<file path="src/rtl/colour_bbox_pkg.sv">
`default_nettype none
// ============================================================================
//  Module      : colour_bbox_pkg
//  Description : Shared types and constants for the colour bounding-box
//                detector. It defines the register field offsets, the VIP
//                packet type, the overlay mode encodings, the mask palette,
//                the coordinate and counter widths, the FSM state type and
//                the latched box record.
//  Ports       : none (package)
//  Revision    : 1.0 - initial release
// ============================================================================
package colour_bbox_pkg;

  localparam int COORD_W = 11;
  localparam int CNT_W   = 20;

  // Register field offsets (low two bits of s_address)
  localparam logic [1:0] FLD_MIN = 2'd0;
  localparam logic [1:0] FLD_MAX = 2'd1;
  localparam logic [1:0] FLD_BX  = 2'd2;
  localparam logic [1:0] FLD_BY  = 2'd3;

  localparam logic [3:0] VIP_PKT_VIDEO = 4'h0;

  localparam logic [1:0] MODE_PASS     = 2'd0;
  localparam logic [1:0] MODE_MASK     = 2'd1;
  localparam logic [1:0] MODE_BOX      = 2'd2;
  localparam logic [1:0] MODE_PASS_ALT = 2'd3;

  localparam logic [23:0] PAL_WHITE = 24'hFFFFFF;
  // Index 0 is the lowest slice: red, green, blue, yellow.
  localparam logic [3:0][23:0] PALETTE = {24'hFFFF00, 24'h0000FF, 24'h00FF00, 24'hFF0000};

  typedef enum logic [1:0] {
    ST_IDLE  = 2'd0,
    ST_VIDEO = 2'd1,
    ST_OTHER = 2'd2
  } state_t;

  typedef struct packed {
    logic               valid;
    logic [COORD_W-1:0] xmin;
    logic [COORD_W-1:0] xmax;
    logic [COORD_W-1:0] ymin;
    logic [COORD_W-1:0] ymax;
  } box_t;

  // Mask colour for a class index; classes 4 and above are white.
  function automatic logic [23:0] palette(input int unsigned idx);
    logic [1:0] sel;
    sel = idx[1:0];
    if (idx < 4) return PALETTE[sel];
    return PAL_WHITE;
  endfunction

endpackage
`default_nettype wire

</file>
<file path="src/rtl/colour_bbox_acc.sv">
`default_nettype none
// ============================================================================
//  Module      : colour_bbox_acc
//  Description : One colour class. Compares the pixel against an inclusive
//                RGB window, accumulates the bounding box and the match count
//                of the frame, and latches the box on the frame's eop.
//  Ports       : clk, reset     - clock, synchronous active-high reset
//                pix_data       - current pixel RGB
//                thr_min/max    - RGB window, inclusive
//                pix_en         - pixel is inside the active area
//                latch          - last pixel of a video frame
//                x, y           - coordinates of the current pixel
//                match          - combinational window hit for pix_data
//                box            - latched box of the last completed frame
//  Revision    : 1.0 - initial release
// ============================================================================
module colour_bbox_acc
  import colour_bbox_pkg::*;
#(
  parameter int MIN_COUNT = 16
) (
  input  logic               clk,
  input  logic               reset,
  input  logic [23:0]        pix_data,
  input  logic [23:0]        thr_min,
  input  logic [23:0]        thr_max,
  input  logic               pix_en,
  input  logic               latch,
  input  logic [COORD_W-1:0] x,
  input  logic [COORD_W-1:0] y,
  output logic               match,
  output box_t               box
);

  logic               seen_q, seen_d;
  logic [COORD_W-1:0] xmin_q, xmin_d, xmax_q, xmax_d;
  logic [COORD_W-1:0] ymin_q, ymin_d, ymax_q, ymax_d;
  logic [CNT_W-1:0]   cnt_q, cnt_d;
  box_t               box_q, box_d;

  always_comb begin
    match = 1'b1;
    for (int ch = 0; ch < 3; ch++) begin
      if (pix_data[8*ch +: 8] < thr_min[8*ch +: 8] ||
          pix_data[8*ch +: 8] > thr_max[8*ch +: 8]) begin
        match = 1'b0;
      end
    end
  end

  always_comb begin
    seen_d = seen_q;
    xmin_d = xmin_q;
    xmax_d = xmax_q;
    ymin_d = ymin_q;
    ymax_d = ymax_q;
    cnt_d  = cnt_q;
    box_d  = box_q;
    if (pix_en && match) begin
      if (!seen_q) begin
        seen_d = 1'b1;
        xmin_d = x;
        xmax_d = x;
        ymin_d = y;
        ymax_d = y;
      end else begin
        if (x < xmin_q) xmin_d = x;
        if (x > xmax_q) xmax_d = x;
        if (y < ymin_q) ymin_d = y;
        if (y > ymax_q) ymax_d = y;
      end
      if (cnt_q != {CNT_W{1'b1}}) cnt_d = cnt_q + 1'b1;
    end
    // The latched box must include the eop pixel, so it is taken from the
    // updated values before the accumulator is cleared for the next frame.
    if (latch) begin
      box_d.valid = (cnt_d >= CNT_W'(MIN_COUNT));
      box_d.xmin  = xmin_d;
      box_d.xmax  = xmax_d;
      box_d.ymin  = ymin_d;
      box_d.ymax  = ymax_d;
      seen_d      = 1'b0;
      xmin_d      = '0;
      xmax_d      = '0;
      ymin_d      = '0;
      ymax_d      = '0;
      cnt_d       = '0;
    end
  end

  always_ff @(posedge clk) begin
    if (reset) begin
      seen_q <= 1'b0;
      xmin_q <= '0;
      xmax_q <= '0;
      ymin_q <= '0;
      ymax_q <= '0;
      cnt_q  <= '0;
      box_q  <= '0;
    end else begin
      seen_q <= seen_d;
      xmin_q <= xmin_d;
      xmax_q <= xmax_d;
      ymin_q <= ymin_d;
      ymax_q <= ymax_d;
      cnt_q  <= cnt_d;
      box_q  <= box_d;
    end
  end

  assign box = box_q;

endmodule
`default_nettype wire

</file>
<file path="src/rtl/colour_bbox_detector.sv">
`default_nettype none
// ============================================================================
//  Module      : colour_bbox_detector
//  Description : Inline Avalon-ST video stage. It classifies pixels against
//                NUM_COLOURS RGB windows, latches one bounding box per colour
//                per frame, publishes the boxes over Avalon-MM and can
//                overlay a colour mask or the box outlines on the video.
//  Ports       : clk, reset              - clock, synchronous active-high reset
//                sink_*                  - Avalon-ST video input
//                source_*                - Avalon-ST video output (registered)
//                mode                    - 0/3 pass, 1 mask, 2 box outline
//                s_address/read/write/
//                s_writedata/s_readdata  - register port, read latency 1
//  Revision    : 1.0 - initial release
// ============================================================================
module colour_bbox_detector
  import colour_bbox_pkg::*;
#(
  parameter int  NUM_COLOURS = 4,
  parameter int  IMAGE_W     = 640,
  parameter int  IMAGE_H     = 480,
  parameter int  MIN_COUNT   = 16,
  localparam int AW          = $clog2(NUM_COLOURS) + 2
) (
  input  logic          clk,
  input  logic          reset,
  input  logic [23:0]   sink_data,
  input  logic          sink_valid,
  output logic          sink_ready,
  input  logic          sink_sop,
  input  logic          sink_eop,
  output logic [23:0]   source_data,
  output logic          source_valid,
  input  logic          source_ready,
  output logic          source_sop,
  output logic          source_eop,
  input  logic [1:0]    mode,
  input  logic [AW-1:0] s_address,
  input  logic          s_read,
  input  logic          s_write,
  input  logic [31:0]   s_writedata,
  output logic [31:0]   s_readdata
);

  localparam int CIW = (NUM_COLOURS > 1) ? $clog2(NUM_COLOURS) : 1;

  state_t             state_q, state_d;
  logic [COORD_W-1:0] x_q, x_d, y_q, y_d;
  logic               src_valid_q, src_valid_d, src_sop_q, src_sop_d, src_eop_q, src_eop_d;
  logic [23:0]        src_data_q, src_data_d;
  logic [31:0]        rdata_q, rdata_d;
  logic [23:0]        thr_min_q [NUM_COLOURS];
  logic [23:0]        thr_min_d [NUM_COLOURS];
  logic [23:0]        thr_max_q [NUM_COLOURS];
  logic [23:0]        thr_max_d [NUM_COLOURS];

  logic                   w_xfer, w_fwd, w_pix, w_latch, w_stat_en;
  logic                   w_any, w_on_box;
  logic [23:0]            w_mask_col, w_out_data;
  logic [NUM_COLOURS-1:0] w_match;
  box_t                   w_box [NUM_COLOURS];
  logic [CIW-1:0]         w_col;

  assign sink_ready = source_ready | ~src_valid_q;
  assign w_xfer     = sink_valid & sink_ready;
  assign w_stat_en  = w_pix & (y_q < COORD_W'(IMAGE_H));

  generate
    if (NUM_COLOURS > 1) begin : g_col_multi
      assign w_col = s_address[AW-1:2];
    end else begin : g_col_single
      assign w_col = '0;
    end
  endgenerate

  generate
    for (genvar g = 0; g < NUM_COLOURS; g++) begin : g_acc
      colour_bbox_acc #(
        .MIN_COUNT(MIN_COUNT)
      ) u_acc (
        .clk     (clk),
        .reset   (reset),
        .pix_data(sink_data),
        .thr_min (thr_min_q[g]),
        .thr_max (thr_max_q[g]),
        .pix_en  (w_stat_en),
        .latch   (w_latch),
        .x       (x_q),
        .y       (y_q),
        .match   (w_match[g]),
        .box     (w_box[g])
      );
    end
  endgenerate

  // Packet FSM and raster coordinates
  always_comb begin
    state_d = state_q;
    x_d     = x_q;
    y_d     = y_q;
    w_fwd   = 1'b0;
    w_pix   = 1'b0;
    w_latch = 1'b0;
    if (w_xfer) begin
      case (state_q)
        ST_IDLE: begin
          // Non-sop beats here are consumed and dropped.
          if (sink_sop) begin
            w_fwd = 1'b1;
            if (sink_eop) begin
              state_d = ST_IDLE;
            end else if (sink_data[3:0] == VIP_PKT_VIDEO) begin
              state_d = ST_VIDEO;
              x_d     = '0;
              y_d     = '0;
            end else begin
              state_d = ST_OTHER;
            end
          end
        end
        ST_VIDEO: begin
          w_fwd = 1'b1;
          w_pix = 1'b1;
          if (x_q == COORD_W'(IMAGE_W - 1)) begin
            x_d = '0;
            if (y_q != COORD_W'(IMAGE_H)) y_d = y_q + 1'b1;
          end else begin
            x_d = x_q + 1'b1;
          end
          if (sink_eop) begin
            w_latch = 1'b1;
            state_d = ST_IDLE;
          end
        end
        ST_OTHER: begin
          w_fwd = 1'b1;
          if (sink_eop) state_d = ST_IDLE;
        end
        default: state_d = ST_IDLE;
      endcase
    end
  end

  // Overlay: lowest matching class wins the mask colour.
  always_comb begin
    w_any      = 1'b0;
    w_on_box   = 1'b0;
    w_mask_col = PAL_WHITE;
    w_out_data = sink_data;
    for (int c = NUM_COLOURS - 1; c >= 0; c--) begin
      if (w_match[c]) begin
        w_any      = 1'b1;
        w_mask_col = palette(c);
      end
    end
    for (int c = 0; c < NUM_COLOURS; c++) begin
      if (w_box[c].valid &&
          (((x_q == w_box[c].xmin || x_q == w_box[c].xmax) &&
            y_q >= w_box[c].ymin && y_q <= w_box[c].ymax) ||
           ((y_q == w_box[c].ymin || y_q == w_box[c].ymax) &&
            x_q >= w_box[c].xmin && x_q <= w_box[c].xmax))) begin
        w_on_box = 1'b1;
      end
    end
    if (w_pix) begin
      if (mode == MODE_MASK && w_any) begin
        w_out_data = w_mask_col;
      end else if (mode == MODE_BOX && w_on_box) begin
        w_out_data = PAL_WHITE;
      end
    end
  end

  // Output register: loads whenever the downstream slot is free.
  always_comb begin
    src_valid_d = src_valid_q;
    src_data_d  = src_data_q;
    src_sop_d   = src_sop_q;
    src_eop_d   = src_eop_q;
    if (sink_ready) begin
      src_valid_d = w_fwd;
      if (w_fwd) begin
        src_data_d = w_out_data;
        src_sop_d  = sink_sop;
        src_eop_d  = sink_eop;
      end
    end
  end

  // Register port. Reads sample current state, so a read colliding with a
  // write or a box latch returns the old value.
  always_comb begin
    for (int c = 0; c < NUM_COLOURS; c++) begin
      thr_min_d[c] = thr_min_q[c];
      thr_max_d[c] = thr_max_q[c];
    end
    if (s_write) begin
      case (s_address[1:0])
        FLD_MIN: thr_min_d[w_col] = s_writedata[23:0];
        FLD_MAX: thr_max_d[w_col] = s_writedata[23:0];
        default: ;
      endcase
    end
  end

  always_comb begin
    rdata_d = rdata_q;
    if (s_read) begin
      case (s_address[1:0])
        FLD_MIN: rdata_d = {8'h00, thr_min_q[w_col]};
        FLD_MAX: rdata_d = {8'h00, thr_max_q[w_col]};
        FLD_BX:  rdata_d = {w_box[w_col].valid, 4'b0, w_box[w_col].xmax, 5'b0, w_box[w_col].xmin};
        default: rdata_d = {w_box[w_col].valid, 4'b0, w_box[w_col].ymax, 5'b0, w_box[w_col].ymin};
      endcase
    end
  end

  always_ff @(posedge clk) begin
    if (reset) begin
      state_q     <= ST_IDLE;
      x_q         <= '0;
      y_q         <= '0;
      src_valid_q <= 1'b0;
      src_data_q  <= '0;
      src_sop_q   <= 1'b0;
      src_eop_q   <= 1'b0;
      rdata_q     <= '0;
      for (int c = 0; c < NUM_COLOURS; c++) begin
        thr_min_q[c] <= '0;
        thr_max_q[c] <= '0;
      end
    end else begin
      state_q     <= state_d;
      x_q         <= x_d;
      y_q         <= y_d;
      src_valid_q <= src_valid_d;
      src_data_q  <= src_data_d;
      src_sop_q   <= src_sop_d;
      src_eop_q   <= src_eop_d;
      rdata_q     <= rdata_d;
      for (int c = 0; c < NUM_COLOURS; c++) begin
        thr_min_q[c] <= thr_min_d[c];
        thr_max_q[c] <= thr_max_d[c];
      end
    end
  end

  assign source_valid = src_valid_q;
  assign source_data  = src_data_q;
  assign source_sop   = src_sop_q;
  assign source_eop   = src_eop_q;
  assign s_readdata   = rdata_q;

endmodule
`default_nettype wire

</file>
<file path="config.mk">
export PLATFORM = sky130hd
export DESIGN_NAME = colour_bbox_detector
export DESIGN_NICKNAME = d
export VERILOG_FILES = /design/src/rtl/colour_bbox_pkg.sv /design/src/rtl/colour_bbox_acc.sv /design/src/rtl/colour_bbox_detector.sv
export SDC_FILE = /design/constraint.sdc
export NUM_CORES = 2
export LEC_CHECK = 0
export CAP_MARGIN = 20
export CORE_ASPECT_RATIO = 2
export CORE_MARGIN = 10
export CORE_UTILIZATION = 55
export DETAILED_ROUTE_END_ITERATION = 16
export GPL_TIMING_DRIVEN = 1
export PLACE_DENSITY = 0.74
export SYNTH_ARGS = -nofsm -noshare
export SYNTH_HDL_FRONTEND = slang
export SYNTH_SLANG_ARGS = --single-unit
</file>
<file path="constraint.sdc">
create_clock -name clk -period 7.95 [get_ports clk]
set_clock_uncertainty 0.15 [all_clocks]
set_input_delay 2.385 -clock clk [delete_from_list [all_inputs] [get_ports clk]]
set_output_delay 2.385 -clock clk [all_outputs]
set_load 0.01 [all_outputs]
</file>
==> flow_summary.yaml <==
run_status:
  status: "complete, no violations"
cells_and_area:
  stdcell_area_um2: 47190
  area_growth_pct: 9.512
  drive_gt1_share_pct: 7.322
  finalNetCount: 5621
  n_antenna_cell: 0
  nFillCells: 6821
die:
  ios: 130
  core_um2: 78010
  die_x_um: 217.9
  fp.dieH_um: 415.9
  start_util_pct: 55.24
  row_count: 145
  die-area_um2: 90620
power:
  p_per_area_nw_per_um2: 156.1
  clockPowerShare_pct: 44.2
  switching_share_pct: 23.89
  p_seq_share_pct: 48.9
  power_uw: 7366
  p_int_uw: 5607
  p_sw_uw: 1759
  leakage_uw: 0.01751
  worst_ir_drop_vdd_uv: 182.4
  combPwrFrac_pct: 6.9
worst_setup_path:
  path_max_fanout: 15
  end_kind: "flip-flop"
  r2r_cells: 13
  critPathArrivalTime_ps: 7020
  startpoint_type: "input port"
  crit_type: "in -> reg"
  reg2reg_slack_ps: 3120
  setup.worst_path.start: "sink_data[23]"
  r2r_end: "source_data[15]"
  cp_data_required_time_ps: 8310
  r2r_start: "y_q[0]"
  critPathCapture: "g_acc[1].u_acc.box[44]"
clock_network:
  cts_setup_buffers: 0
  clkSlewWorstSetupHoldPaths_ps: 70
  clock_tree.htree_level_count: 2
  post_cts_resized: 0
  cts.sinks: 711
  worstSkewPairLatency_ps: 650
  root_buffer: "clkbuf_16"
  cts_tree: "yes"
  cts_inserted_buffers: 61
  clockBufferDepth: 3
  postCtsHoldBufs: 0
place:
  gp_congestion: 0.9254
  dpl_cell_area_um2: 44990
  port_buffers: 117
  dp.final_hpwl_mm: 97.82
synthesis:
  netlist_instances: 5039
  synth_area_um2: 43090
  syn_area_per_cell_um2: 8.552
  synthXorXnorAreaFrac_pct: 1.626
  synthTopCellsByArea: "dfxtp_1 (33%), ha_1 (16%), mux4_2 (5.9%)"
  synthFlopType: "dfxtp_1"
  synth_top_area_share_pct: 33.03
  ys_ff_latch: 711
  yosys.area_share.simple_pct: 16.91
  yosysTopAreaCell: "dfxtp_1"
  synth_mux_area_share_pct: 10.58
  synth-compound-area-share_pct: 14.85
  synth-seq-area-share_pct: 33.03
  synth_edf_count: 0
  synth_cell_types: 101
  synth_fa_ha_area_share_pct: 15.51
  synth_top_family_by_area: "simple AND/OR/NAND/NOR gates"
  async_flop_share_pct: 0
  ys_warn_count: 0
sta:
  grt_setup_unrepaired: "no"
  fin_crit_sh_pct: 83.66
  slew_headroom_pct: 19.66
  clock.fmax_ghz: 0.1504
  tightest_slew_ps: 1175
  setup_tns_ps: 0
  slew_violations: 0
  setup_viol: 0
  hold_ws_ps: 317.1
  period_minus_slack_ps: 6651
  final_hold_viol_count: 0
grt:
  grt_max_degree: 180
  grt_antenna_before_repair: 2
  overflow: 0
  grt_pass1_wl_mm: 202.9
  grt_pass1_vias: 37700
  grtUsageTotal_pct: 28.37
route:
  avgRoutedWirePerCell_um: 21.55
  ant_nets: 0
  num_vias: 37000
  drt_iter0_drc: 2455
  wirelength_mm: 131.4
  drcViolationCount: 0
  dr.pass1.iters: 6
  viasPerCell: 6.069
worst_hold_path:
  hold_path.class: "reg -> reg"
job:
  maxCapViolCount: 0
==> kinds of logic (layout without fill, tap and decap cells) <==
family	Yosys count	in the layout
fa+ha+maj	534	534
simple gates	1580	1580
other cells	1	4
flops	711	711
xor+xnor	80	80
buf+inv	814	839
mux	314	314
compound gates	1005	1005
==> power by group through the flow <==
stage               clock, µW  combinational [µW]  sequential (µW)
floorplan                   0                 298             3680
finish                   3250                 509             3600
CTS                      3290                 502             3600
detailed placement          0                 500             3680
global placement            0                 489             3680
global route             3410                 550             3600
==> cell usage after synthesis (10+ instances only) <==
master / count
a211oi_1: 173
clkbuf_1: 202
buf_4: 15
a31oi_1: 20
mux2i_1: 193
nand2_1: 539
o22ai_1: 13
dfxtp_1: 711
nand4_1: 98
o21a_1: 39
and3_1: 41
a221o_1: 12
buf_1: 20
ha_1: 534
a21o_1: 81
nor3_1: 57
and4_1: 19
nand2b_1: 43
xnor2_1: 45
inv_1: 526
o211ai_1: 23
o21bai_1: 11
or3_1: 34
a21oi_1: 410
nor2_1: 512
clkbuf_2: 23
nand3_1: 97
mux4_2: 112
nor2b_1: 61
xor2_1: 35
and2_1: 15
buf_2: 19
o21ai_0: 107
a211o_1: 10
==> how the worst min path moves through the flow <==
stage,start,to,cells past startpoint
6_report,thr_max_q[2][17],thr_max_q[2][17],2
5_1_grt,thr_min_q[2][17],thr_min_q[2][17],2
4_1_cts,thr_max_q[2][17],thr_max_q[2][17],2
3_5_place_dp,thr_max_q[2][17],thr_max_q[2][17],2
3_3_place_gp,thr_max_q[2][11],thr_max_q[2][11],2
2_1_floorplan,thr_min_q[3][8],thr_min_q[3][8],2
==> placed cells by master (no fill, tap or decap), drive strengths merged, types with 18 or more instances in the layout <==
master / n
and2: 18
buf: 88
nor2: 513
a31oi: 20
dfxtp: 711
clkdlybuf4s50: 111
inv: 528
or3: 36
and3: 42
mux2i: 193
nand2: 542
ha: 534
a211oi: 174
nor2b: 61
xor2: 35
nand2b: 45
a21o: 83
nor3: 63
a21oi: 411
mux4: 112
and4: 19
o21a: 39
nand3: 98
nand4: 101
clkbuf: 88
xnor2: 45
o21ai: 112
o211ai: 25
==> flip-flops by register name, indices dropped and copies added (netlist names) <==
signal and count:
s_readdata 28, state_q 2, g_acc.u_acc.box 180, source_valid 1
g_acc.u_acc.cnt_q 80, source_data 24, thr_max_q 96, thr_min_q 96
g_acc.u_acc.xmax_q 44, g_acc.u_acc.ymax_q 44, x_q 11, source_sop 1
g_acc.u_acc.xmin_q 44, g_acc.u_acc.seen_q 4, g_acc.u_acc.ymin_q 44, y_q 11
source_eop 1
==> routing by layer <==
metal / routed length (µm) / track usage [%] / vias to the layer above
met3: 7046 / 3.965 / 590
met4: 15400 / 28.58 / 2
li1: - / - / 17490
met1: 43220 / 26.98 / 17680
met2: 65690 / 50.29 / 1241
met5: 9 / 0 / -
==> area by class of cell <==
class	instances	area, µm²	share of cell area (%)
tap	1029	1287	2.728
timing repair buffer	199	1858	3.937
clock inverter	25	342.8	0.7265
sequential	711	14230	30.16
inverter	527	1978	4.192
multi-input combinational	3517	25680	54.42
clock buffer	88	1810	3.837
==> stage by stage <==
step	worst slack, ps	utilization (%)	instances
final	1299	60.49	6096
after global routing	1033	60.49	6096
after CTS	1667	60.44	6094
after detailed placement	998.7	57.68	5981
after global placement	1027	57.62	5978
after floorplan	2827	-	5042
==> critical path: stages <==
cell,delay (ps)
clkdlybuf4s50_1,710
ha_1,330
a21oi_1,150
o21ai_0,140
o22ai_1,820
nand4_1,620
nor4b_4,870
nand4_1,350
o21ai_0,480
a31oi_1,140
(Power assumes the default switching activity.)
